$ cat src/rtl/dlx_wb_pkg.sv
// Shared definitions for the writeback stage: opcode encodings, instruction
// field positions and the opcode-class decode used by the stage and its aligner.
package dlx_wb_pkg;

  localparam logic [5:0] OP_LB   = 6'b000001;
  localparam logic [5:0] OP_LBU  = 6'b000010;
  localparam logic [5:0] OP_LH   = 6'b000011;
  localparam logic [5:0] OP_LHU  = 6'b000100;
  localparam logic [5:0] OP_LW   = 6'b000101;
  localparam logic [5:0] ADDI_LO = 6'b010000;
  localparam logic [5:0] ADDI_HI = 6'b011111;
  localparam logic [5:0] R_TYPE  = 6'b110000;

  localparam int OPC_MSB = 32'd31;
  localparam int OPC_LSB = 32'd26;
  localparam int RT_MSB  = 32'd20;
  localparam int RT_LSB  = 32'd16;
  localparam int RD_MSB  = 32'd15;
  localparam int RD_LSB  = 32'd11;

  typedef enum logic [1:0] {
    CLS_NONE = 2'd0,
    CLS_ALU  = 2'd1,
    CLS_LOAD = 2'd2
  } wb_cls_e;

  function automatic wb_cls_e opcode_class(input logic [5:0] opc);
    wb_cls_e cls;
    if ((opc >= OP_LB) && (opc <= OP_LW)) begin
      cls = CLS_LOAD;
    end else if (((opc >= ADDI_LO) && (opc <= ADDI_HI)) || (opc == R_TYPE)) begin
      cls = CLS_ALU;
    end else begin
      cls = CLS_NONE;
    end
    return cls;
  endfunction

endpackage

$ cat src/rtl/writeback_stage_p_load_align_ext.sv
// Sub-word load extraction: picks the byte/halfword lane addressed by the
// effective-address offset, extends it, and flags misaligned accesses.
module load_align_ext
  import dlx_wb_pkg::*;
#(
  parameter bit BIG_ENDIAN = 1'b1
) (
  input  logic [31:0] mem_word,
  input  logic [1:0]  offset,
  input  logic [5:0]  opcode,
  output logic [31:0] ext_data,
  output logic        misaligned
);

  logic [4:0]  byte_sh_s;
  logic [4:0]  half_sh_s;
  logic [7:0]  byte_s;
  logic [15:0] half_s;

  // Lane select: big-endian puts offset 0 in the most significant lane
  always_comb begin
    if (BIG_ENDIAN) begin
      byte_sh_s = 5'd24 - {offset, 3'b000};
      half_sh_s = offset[1] ? 5'd0 : 5'd16;
    end else begin
      byte_sh_s = {offset, 3'b000};
      half_sh_s = offset[1] ? 5'd16 : 5'd0;
    end
    byte_s = 8'(mem_word >> byte_sh_s);
    half_s = 16'(mem_word >> half_sh_s);
  end

  // Extension and alignment check per load opcode
  always_comb begin
    ext_data   = 32'h0000_0000;
    misaligned = 1'b0;
    case (opcode)
      OP_LB:  ext_data = {{24{byte_s[7]}}, byte_s};
      OP_LBU: ext_data = {24'h00_0000, byte_s};
      OP_LH: begin
        ext_data   = {{16{half_s[15]}}, half_s};
        misaligned = offset[0];
      end
      OP_LHU: begin
        ext_data   = {16'h0000, half_s};
        misaligned = offset[0];
      end
      OP_LW: begin
        ext_data   = mem_word;
        misaligned = (offset != 2'b00);
      end
      default: begin
        ext_data   = 32'h0000_0000;
        misaligned = 1'b0;
      end
    endcase
  end

endmodule

$ cat src/rtl/writeback_stage_p.sv
// MEM/WB pipeline register and register-file write selection, with a bypass
// tap, a saturating retired-instruction counter and a sticky misalign flag.
module writeback_stage_p
  import dlx_wb_pkg::*;
#(
  parameter int CNT_W      = 16,
  parameter bit BIG_ENDIAN = 1'b1,
  parameter bit ZERO_GUARD = 1'b1
) (
  input  logic             clock5,
  input  logic             reset5,
  input  logic [31:0]      inst_in5,
  input  logic [31:0]      alu_in5,
  input  logic [31:0]      loadmemdata_in,
  input  logic             valid_in5,
  input  logic             stall5,
  input  logic             flush5,
  input  logic             err_clear,
  output logic [4:0]       reg_add_out,
  output logic [31:0]      reg_data_out,
  output logic             reg_write_en,
  output logic             fwd_valid,
  output logic [CNT_W-1:0] retired_count,
  output logic             misalign_err
);

  logic [31:0]      ir6_r;
  logic [31:0]      alu_r;
  logic [31:0]      mem_r;
  logic             valid_r;
  logic [CNT_W-1:0] count_r;
  logic             misalign_r;

  logic [5:0]  opc_s;
  wb_cls_e     cls_s;
  logic [31:0] ext_s;
  logic        misal_s;
  logic [4:0]  dest_s;
  logic [31:0] data_s;
  logic        retire_s;
  logic        wb_ok_s;
  logic        unused_fields_s;

  assign opc_s           = ir6_r[OPC_MSB:OPC_LSB];
  assign cls_s           = opcode_class(opc_s);
  assign unused_fields_s = ^{ir6_r[25:21], ir6_r[10:0]};

  load_align_ext #(
    .BIG_ENDIAN (BIG_ENDIAN)
  ) u_align (
    .mem_word   (mem_r),
    .offset     (alu_r[1:0]),
    .opcode     (opc_s),
    .ext_data   (ext_s),
    .misaligned (misal_s)
  );

  // Stage registers: flush kills validity but still loads data, stall holds all
  always_ff @(posedge clock5 or negedge reset5) begin
    if (!reset5) begin
      ir6_r   <= 32'h0000_0000;
      alu_r   <= 32'h0000_0000;
      mem_r   <= 32'h0000_0000;
      valid_r <= 1'b0;
    end else if (flush5) begin
      ir6_r   <= inst_in5;
      alu_r   <= alu_in5;
      mem_r   <= loadmemdata_in;
      valid_r <= 1'b0;
    end else if (stall5) begin
      ir6_r   <= ir6_r;
      alu_r   <= alu_r;
      mem_r   <= mem_r;
      valid_r <= valid_r;
    end else begin
      ir6_r   <= inst_in5;
      alu_r   <= alu_in5;
      mem_r   <= loadmemdata_in;
      valid_r <= valid_in5;
    end
  end

  // Destination and write-data selection by opcode class
  always_comb begin
    dest_s = 5'd0;
    data_s = 32'h0000_0000;
    case (cls_s)
      CLS_ALU: begin
        dest_s = (opc_s == R_TYPE) ? ir6_r[RD_MSB:RD_LSB] : ir6_r[RT_MSB:RT_LSB];
        data_s = alu_r;
      end
      CLS_LOAD: begin
        dest_s = ir6_r[RT_MSB:RT_LSB];
        data_s = ext_s;
      end
      default: begin
        dest_s = 5'd0;
        data_s = 32'h0000_0000;
      end
    endcase
  end

  // A held instruction retires only in its first non-stalled cycle
  assign retire_s = valid_r & ~stall5;
  assign wb_ok_s  = retire_s
                  & ((cls_s == CLS_ALU) | ((cls_s == CLS_LOAD) & ~misal_s))
                  & ~(ZERO_GUARD & (dest_s == 5'd0));

  // Saturating retired-instruction counter
  always_ff @(posedge clock5 or negedge reset5) begin
    if (!reset5) begin
      count_r <= {CNT_W{1'b0}};
    end else if (retire_s && (count_r != {CNT_W{1'b1}})) begin
      count_r <= count_r + CNT_W'(1'b1);
    end else begin
      count_r <= count_r;
    end
  end

  // Sticky misalign flag; a new misaligned retire beats a same-cycle clear
  always_ff @(posedge clock5 or negedge reset5) begin
    if (!reset5) begin
      misalign_r <= 1'b0;
    end else if (retire_s && (cls_s == CLS_LOAD) && misal_s) begin
      misalign_r <= 1'b1;
    end else if (err_clear) begin
      misalign_r <= 1'b0;
    end else begin
      misalign_r <= misalign_r;
    end
  end

  assign reg_add_out   = dest_s;
  assign reg_data_out  = data_s;
  assign reg_write_en  = wb_ok_s;
  assign fwd_valid     = wb_ok_s;
  assign retired_count = count_r;
  assign misalign_err  = misalign_r;

endmodule

$ cat config.mk
export PLATFORM = sky130hd
export DESIGN_NAME = writeback_stage_p
export DESIGN_NICKNAME = d
export VERILOG_FILES = /design/src/rtl/dlx_wb_pkg.sv /design/src/rtl/writeback_stage_p_load_align_ext.sv /design/src/rtl/writeback_stage_p.sv
export SDC_FILE = /design/constraint.sdc
export NUM_CORES = 1
export LEC_CHECK = 0
export CORE_MARGIN = 2
export CORE_UTILIZATION = 46
export DETAILED_ROUTE_END_ITERATION = 8
export PLACE_DENSITY = 0.85
export SKIP_CTS_REPAIR_TIMING = 1
export SYNTH_ARGS = -nofsm -noshare
export SYNTH_HDL_FRONTEND = slang
export SYNTH_SLANG_ARGS = --single-unit
$ cat constraint.sdc
create_clock -name clock5 -period 2.2 [get_ports clock5]
set_input_delay 0.22 -clock clock5 [delete_from_list [all_inputs] [get_ports clock5]]
set_output_delay 0.22 -clock clock5 [all_outputs]
set_load 0.02 [all_outputs]
==> results.yml, run 1 <==
route:
  ant_nets: 0
  routed.top_layer: "met4"
  met2RoutedLength_mm: 6.82
  wl_per_cell_um: 19.9
  wl_met1_mm: 6.05
  drt_wl_total_mm: 13.9
  dr_total_vias: 3962
  drt-pass1-iter-count: 4
  detail_route.drc_violations: 0
  detailedRoute.firstIterationViolations: 263
  met3WireLength_um: 613
  drt-vias-per-instance: 5.65
global_routing:
  first_global_vias: 4116
  antenna_found_initial: 1
  grt_pass1_wl_mm: 21.1
  globalRouteTotalUtil_pct: 24.1
  overflow_after_grt: 0
  grt_start_max_net_pins: 99
floorplan:
  floorplan.die_area_mm2: 0.0113
  chip_width_um: 106
  floorplan.die.height_um: 106
  initial_core_util_pct: 47.1
  top_level_ports: 158
  core_region_area_mm2: 0.0102
  fp-row-count: 37
final_layout:
  layout.nets: 662
  post-route-cell-area_mm2: 0.00721
  mostFrequentLayoutCells: "sky130_fd_sc_hd__clkdlybuf4s50_1, sky130_fd_sc_hd__dfrtp_1, sky130_fd_sc_hd__mux2_2"
  flow.area_growth_from_synthesis_pct: 49.6
  finalCoreUtilization_pct: 70.5
  leading_cell_type_in_the_layout_fill_and_taps_excluded: "sky130_fd_sc_hd__clkdlybuf4s50_1"
  final_layout_size_suffix_gt1_share_pct: 34.9
cts:
  tritoncts: "done"
  cts_made_buffers: 9
  clk_path_buf_depth: 2
  root_buffer: "sky130_fd_sc_hd__clkbuf_8"
  clkLatencyLatePin_ns: 0.37
  clk_pin_slew_ns: 0.09
  cts.sinks: 98
  number_of_h_tree_branching_levels: 3
logic_synthesis:
  async_flop_share_pct: 100
  post_synth.cell_area_avg_um2: 12.9
  count_of_flip_flops_with_a_built_in_enable_after_synthesis: 0
  synth.ff_latch_count: 98
  synthesis.instances: 373
  main_synth_ff_type: "sky130_fd_sc_hd__dfrtp_1"
  synth-compound-area-share_pct: 14.7
  synth_nets: 476
  yosysUniqueCellTypes: 58
  synth_top_family_by_area: "multiplexers"
  ys_seq_area_share_pct: 50.9
  synth.yosys.warnings: 0
  muxShareOfSynthArea_pct: 21.4
  synth-simple-area-share_pct: 8.05
  synth-xor-area-share_pct: 1.64
  yosys.area_share.adder_pct: 0.260
  synthesis.area_mm2: 0.00482
critical_path:
  critPathRequiredTime_ns: 1.98
  worst-r2r-cell-count: 6
  setup.reg_to_reg.worst_slack_ns: 0.45
  worst-path-max-fanout: 15
  arrival_ns: 2.30
  worstSetupEndpointType: "output port"
  reg2reg_to: "retired_count[14]"
  setup.worst_path.start_class: "flop"
  regToRegStartpoint: "retired_count[0]"
  critPathLaunch: "ir6_r[29]"
  critical_path_class: "reg -> out"
timing:
  final.hold.worst_slack_ns: 0.417
  max_slew.worst_pin.slew_ns: 0.527
  setup_violations: 39
  totalNegativeSetupSlack_ns: -9.79
  relSlewSlack_pct: 64.8
  layout_worst_path_cycle_share_pct: 115
  finalMaxSlewViolations: 0
  post-route-worst-setup-slack_ns: -0.320
  timing.final.crit_period_ns: 2.52
  unrepaired_setup_endpoints_after_global_routing: "yes"
  hold_violations: 0
  timing.clock.skew_ns: 0.00344
  achievable-frequency_ghz: 0.397
placed_design:
  dp.final_hpwl_mm: 9.87
  buffer_ports.inserted: 141
  gp_congestion: 0.900
  preCtsSetupSlack_ns: -0.572
  postPlaceCellArea_mm2: 0.00669
run_status:
  outcome: "complete, but fails checks"
  failed_checks: "negative setup slack"
worst_hold_path:
  hp-class: "in -> async"
power_and_ir_drop:
  max_rail_drop_vdd_mv: 0.406
  comb_power_share_pct: 26.0
  p_leak_nw: 3.33
  clkPwrFrac_pct: 28.1
  p_sw_mw: 1.33
  seq_power_share_pct: 45.9
  switching_share_pct: 29.0
  cell_area_power_density_mw_per_mm2: 637
  cell_internal_power_dissipation_mw: 3.26
run:
  cap_violations: 0
[worst max-delay path by stage]
stage | slack [ns] | to | cells after the start
global route | -0.38 | reg_data_out[12] | 7
CTS | -1.02 | reg_data_out[17] | 5
floorplan | 0.07 | reg_write_en | 6
global placement | -0.46 | reg_data_out[26] | 5
finish | -0.32 | reg_data_out[19] | 7
detailed placement | -0.57 | reg_data_out[28] | 5
[routing by layer]
layer | vias up | global-route usage (%)
met5 | - | 0
met1 | 1969 | 31.7
met2 | 141 | 38.6
li1 | 1822 | -
met3 | 30 | 3.62
met4 | 0 | 13.0
[critical path, stage by stage (launching register included)]
cell                             delay (ns)
sky130_fd_sc_hd__dfrtp_1               0.42
sky130_fd_sc_hd__buf_6                 0.14
sky130_fd_sc_hd__or4_4                 0.50
sky130_fd_sc_hd__a21oi_4               0.16
sky130_fd_sc_hd__buf_12                0.14
sky130_fd_sc_hd__clkbuf_16             0.17
sky130_fd_sc_hd__a221o_1               0.16
sky130_fd_sc_hd__dlymetal6s2s_1        0.23
[metrics by stage]
| step | total power [mW] | std cells |
|---|---|---|
| floorplan | 2.65 | 373 |
| global placement | 3.21 | 672 |
| detailed placement | 3.25 | 672 |
| CTS | 4.53 | 688 |
| global route | 4.77 | 701 |
| finish | 4.59 | 701 |
[power groups by stage]
stage	clock, mW	combinational, mW	sequential [mW]
6_report	1.29	1.19	2.11
2_1_floorplan	0	0.517	2.14
3_3_place_gp	0	1.08	2.13
3_5_place_dp	0	1.11	2.14
4_1_cts	1.31	1.12	2.10
5_1_grt	1.37	1.26	2.13
[registers in the layout, indices dropped and copies added (netlist names)]
| name | count |
|---|---|
| alu_r | 32 |
| ir6_r | 16 |
| retired_count | 16 |
| valid_r | 1 |
| misalign_err | 1 |
| mem_r | 32 |
[final cells by class]
type / count / area, µm²
clock inverter: 7 / 93.8
clock buffer: 9 / 124
inverter: 4 / 15.0
tap: 136 / 170
multi-input combinational: 248 / 2330
fill: 702 / 3020
timing repair buffer: 198 / 2020
antenna: 1 / 2.50
sequential: 98 / 2450
[cell usage after synthesis, types with 5 or more instances]
library cell | number | area [µm²]
sky130_fd_sc_hd__nand2_1 | 11 | 41.3
sky130_fd_sc_hd__buf_2 | 5 | 25.0
sky130_fd_sc_hd__a221o_1 | 30 | 300
sky130_fd_sc_hd__mux2_2 | 78 | 878
sky130_fd_sc_hd__o2bb2ai_1 | 6 | 52.6
sky130_fd_sc_hd__a22o_1 | 7 | 61.3
sky130_fd_sc_hd__clkbuf_1 | 10 | 37.5
sky130_fd_sc_hd__dfrtp_1 | 98 | 2450
sky130_fd_sc_hd__o21ai_0 | 7 | 35.0
sky130_fd_sc_hd__xor2_1 | 6 | 52.6
sky130_fd_sc_hd__nand4_1 | 5 | 31.3
sky130_fd_sc_hd__nor2_1 | 8 | 30.0
sky130_fd_sc_hd__mux2i_1 | 12 | 120
sky130_fd_sc_hd__nand3_1 | 7 | 35.0
sky130_fd_sc_hd__a21oi_1 | 9 | 45.0
[logic make-up (layout without fill, tap and decap cells)]
group                    after synthesis  in the layout
AO/OA/AOI/OAI                         85             85
XOR/XNOR                               9              9
adder cells (fa/ha/maj)                1              1
buffers and inverters                 27            218
flip-flops                            98             98
multiplexers                          92             92
other                                  0              1
AND/OR/NAND/NOR                       61             61
No activity file was read; power rests on OpenSTA's default activity.
==> run 2, diff against run 1 <==
- CORE_MARGIN: 2 -> not set
==> results.yml, run 2 (synthesis gave the netlist of run 1 again) <==
floorplan:
  floorplan.die.height_um: 104
  top_level_ports: 158
  chip_width_um: 104
  core_region_area_mm2: 0.0102
  floorplan.die_area_mm2: 0.0109
  initial_core_util_pct: 47.1
  fp-row-count: 37
timing:
  achievable-frequency_ghz: 0.407
  layout_worst_path_cycle_share_pct: 112
  post-route-worst-setup-slack_ns: -0.259
  relSlewSlack_pct: 57.3
  max_slew.worst_pin.slew_ns: 0.641
  finalMaxSlewViolations: 0
  timing.clock.skew_ns: 0.00557
  unrepaired_setup_endpoints_after_global_routing: "yes"
  timing.final.crit_period_ns: 2.46
  hold_violations: 0
  setup_violations: 39
  totalNegativeSetupSlack_ns: -7.03
cts:
  number_of_h_tree_branching_levels: 3
  cts_made_buffers: 9
  cts.sinks: 98
  clk_pin_slew_ns: 0.09
  clkLatencyLatePin_ns: 0.36
  root_buffer: "sky130_fd_sc_hd__clkbuf_8"
  clk_path_buf_depth: 2
  tritoncts: "done"
global_routing:
  overflow_after_grt: 0
  grt_start_max_net_pins: 56
  globalRouteTotalUtil_pct: 25.1
  first_global_vias: 3950
  antenna_found_initial: 0
  grt_pass1_wl_mm: 20.9
critical_path:
  setup.reg_to_reg.worst_slack_ns: 0.46
  worstSetupEndpointType: "output port"
  regToRegStartpoint: "retired_count[3]"
  reg2reg_to: "retired_count[15]"
  setup.worst_path.start_class: "flop"
  critical_path_class: "reg -> out"
  arrival_ns: 2.24
  critPathRequiredTime_ns: 1.98
  worst-path-max-fanout: 6
  worst-r2r-cell-count: 4
route:
  ant_nets: 0
  drt_wl_total_mm: 13.9
  wl_per_cell_um: 19.9
  detail_route.drc_violations: 0
  drt-pass1-iter-count: 4
  dr_total_vias: 3988
  drt-vias-per-instance: 5.71
  detailedRoute.firstIterationViolations: 179
worst_hold_path:
  min_delay_path_depth: 2
  start_point_of_the_worst_hold_path: "flush5"
  timing.hold.worst_endpoint: "valid_r"
  hp-class: "in -> reg"
final_layout:
  layout.nets: 660
  biggestRegsByFlops: "alu_r x32, mem_r x32"
  antenna_cells: 0
  multi_input_area_mm2: 0.00234
  finalCoreUtilization_pct: 69.8
  fillers: 707
  mostFrequentLayoutCells: "sky130_fd_sc_hd__clkdlybuf4s50_1, sky130_fd_sc_hd__dfrtp_1, sky130_fd_sc_hd__mux2_2"
  leading_cell_type_in_the_layout_fill_and_taps_excluded: "sky130_fd_sc_hd__clkdlybuf4s50_1"
  flow.area_growth_from_synthesis_pct: 48.2
  register_cell_area_after_layout_mm2: 0.00245
  final_layout_size_suffix_gt1_share_pct: 37.5
power_and_ir_drop:
  max_rail_drop_vdd_mv: 0.317
  cell_area_power_density_mw_per_mm2: 643
  p_leak_nw: 3.13
placed_design:
  gp_congestion: 0.934
  dp.final_hpwl_mm: 9.64
  buffer_ports.inserted: 141
run_status:
  outcome: "complete, but fails checks"
  failed_checks: "negative setup slack"
run:
  cap_violations: 0
run 2: cell types whose count changed in the layout (fill, tap and decap cells not counted), moves of 3 or more:
cell                             previous run  this run
sky130_fd_sc_hd__buf_6                     24        37
sky130_fd_sc_hd__buf_12                     7         4
sky130_fd_sc_hd__buf_2                      4         0
sky130_fd_sc_hd__dlymetal6s2s_1            16         3
sky130_fd_sc_hd__o21ai_1                    1         5
sky130_fd_sc_hd__o21ai_0                    7         2
sky130_fd_sc_hd__buf_4                     43        48
run 2: layer usage:
metal | share of wire, % | global-route usage, % | up-vias
li1 | - | - | 1814
met1 | 42 | 33.2 | 1983
met2 | 49 | 39.4 | 152
met3 | 5.4 | 3.76 | 39
met4 | 4.0 | 14.2 | 0
met5 | 0 | 0 | -
run 2: cell type report:
cell class | instances | area share [%]
Clock inverter | 6 | 1.26
Tap cell | 136 | 2.38
Sequential cell | 98 | 34.4
Multi-Input combinational cell | 248 | 32.8
Clock buffer | 10 | 1.79
Inverter | 4 | 0.210
Timing Repair Buffer | 196 | 27.2
run 2: power breakdown:
part | internal, mW | total (mW) | switching (mW)
registers | 1.96 | 2.11 | 0.155
logic | 0.661 | 1.19 | 0.531
clock network | 0.645 | 1.29 | 0.643
run 2: worst max path at each step:
stage,startpoint,end,slack [ns]
5_1_grt,alu_r[0],reg_data_out[15],-0.35
6_report,ir6_r[27],reg_data_out[14],-0.26
3_3_place_gp,alu_r[0],reg_data_out[17],-0.45
4_1_cts,alu_r[0],reg_data_out[20],-0.99
2_1_floorplan,ir6_r[26],reg_write_en,0.07
3_5_place_dp,alu_r[0],reg_data_out[20],-0.57
run 2: worst max-delay path, stage by stage, from the launching register on:
cell and delay [ns]:
sky130_fd_sc_hd__dfrtp_1 0.43, sky130_fd_sc_hd__or4_4 0.58, sky130_fd_sc_hd__a21oi_4 0.23, sky130_fd_sc_hd__buf_6 0.16, sky130_fd_sc_hd__clkbuf_16 0.14, sky130_fd_sc_hd__a221o_1 0.19, sky130_fd_sc_hd__buf_6 0.15
run 2: per-stage QoR:
step                cell area, µm²  cells  worst slack, ns  total power [mW]  hold slack (ns)
finish                        7140    698           -0.259              4.59            0.413
global placement              6660    671           -0.454              3.21            0.262
global route                  7140    698           -0.350              4.78            0.412
CTS                           6880    687           -0.991              4.53           -0.130
floorplan                     4840    373           0.0694              2.65          -0.0756
detailed placement            6660    671           -0.568              3.24            0.270
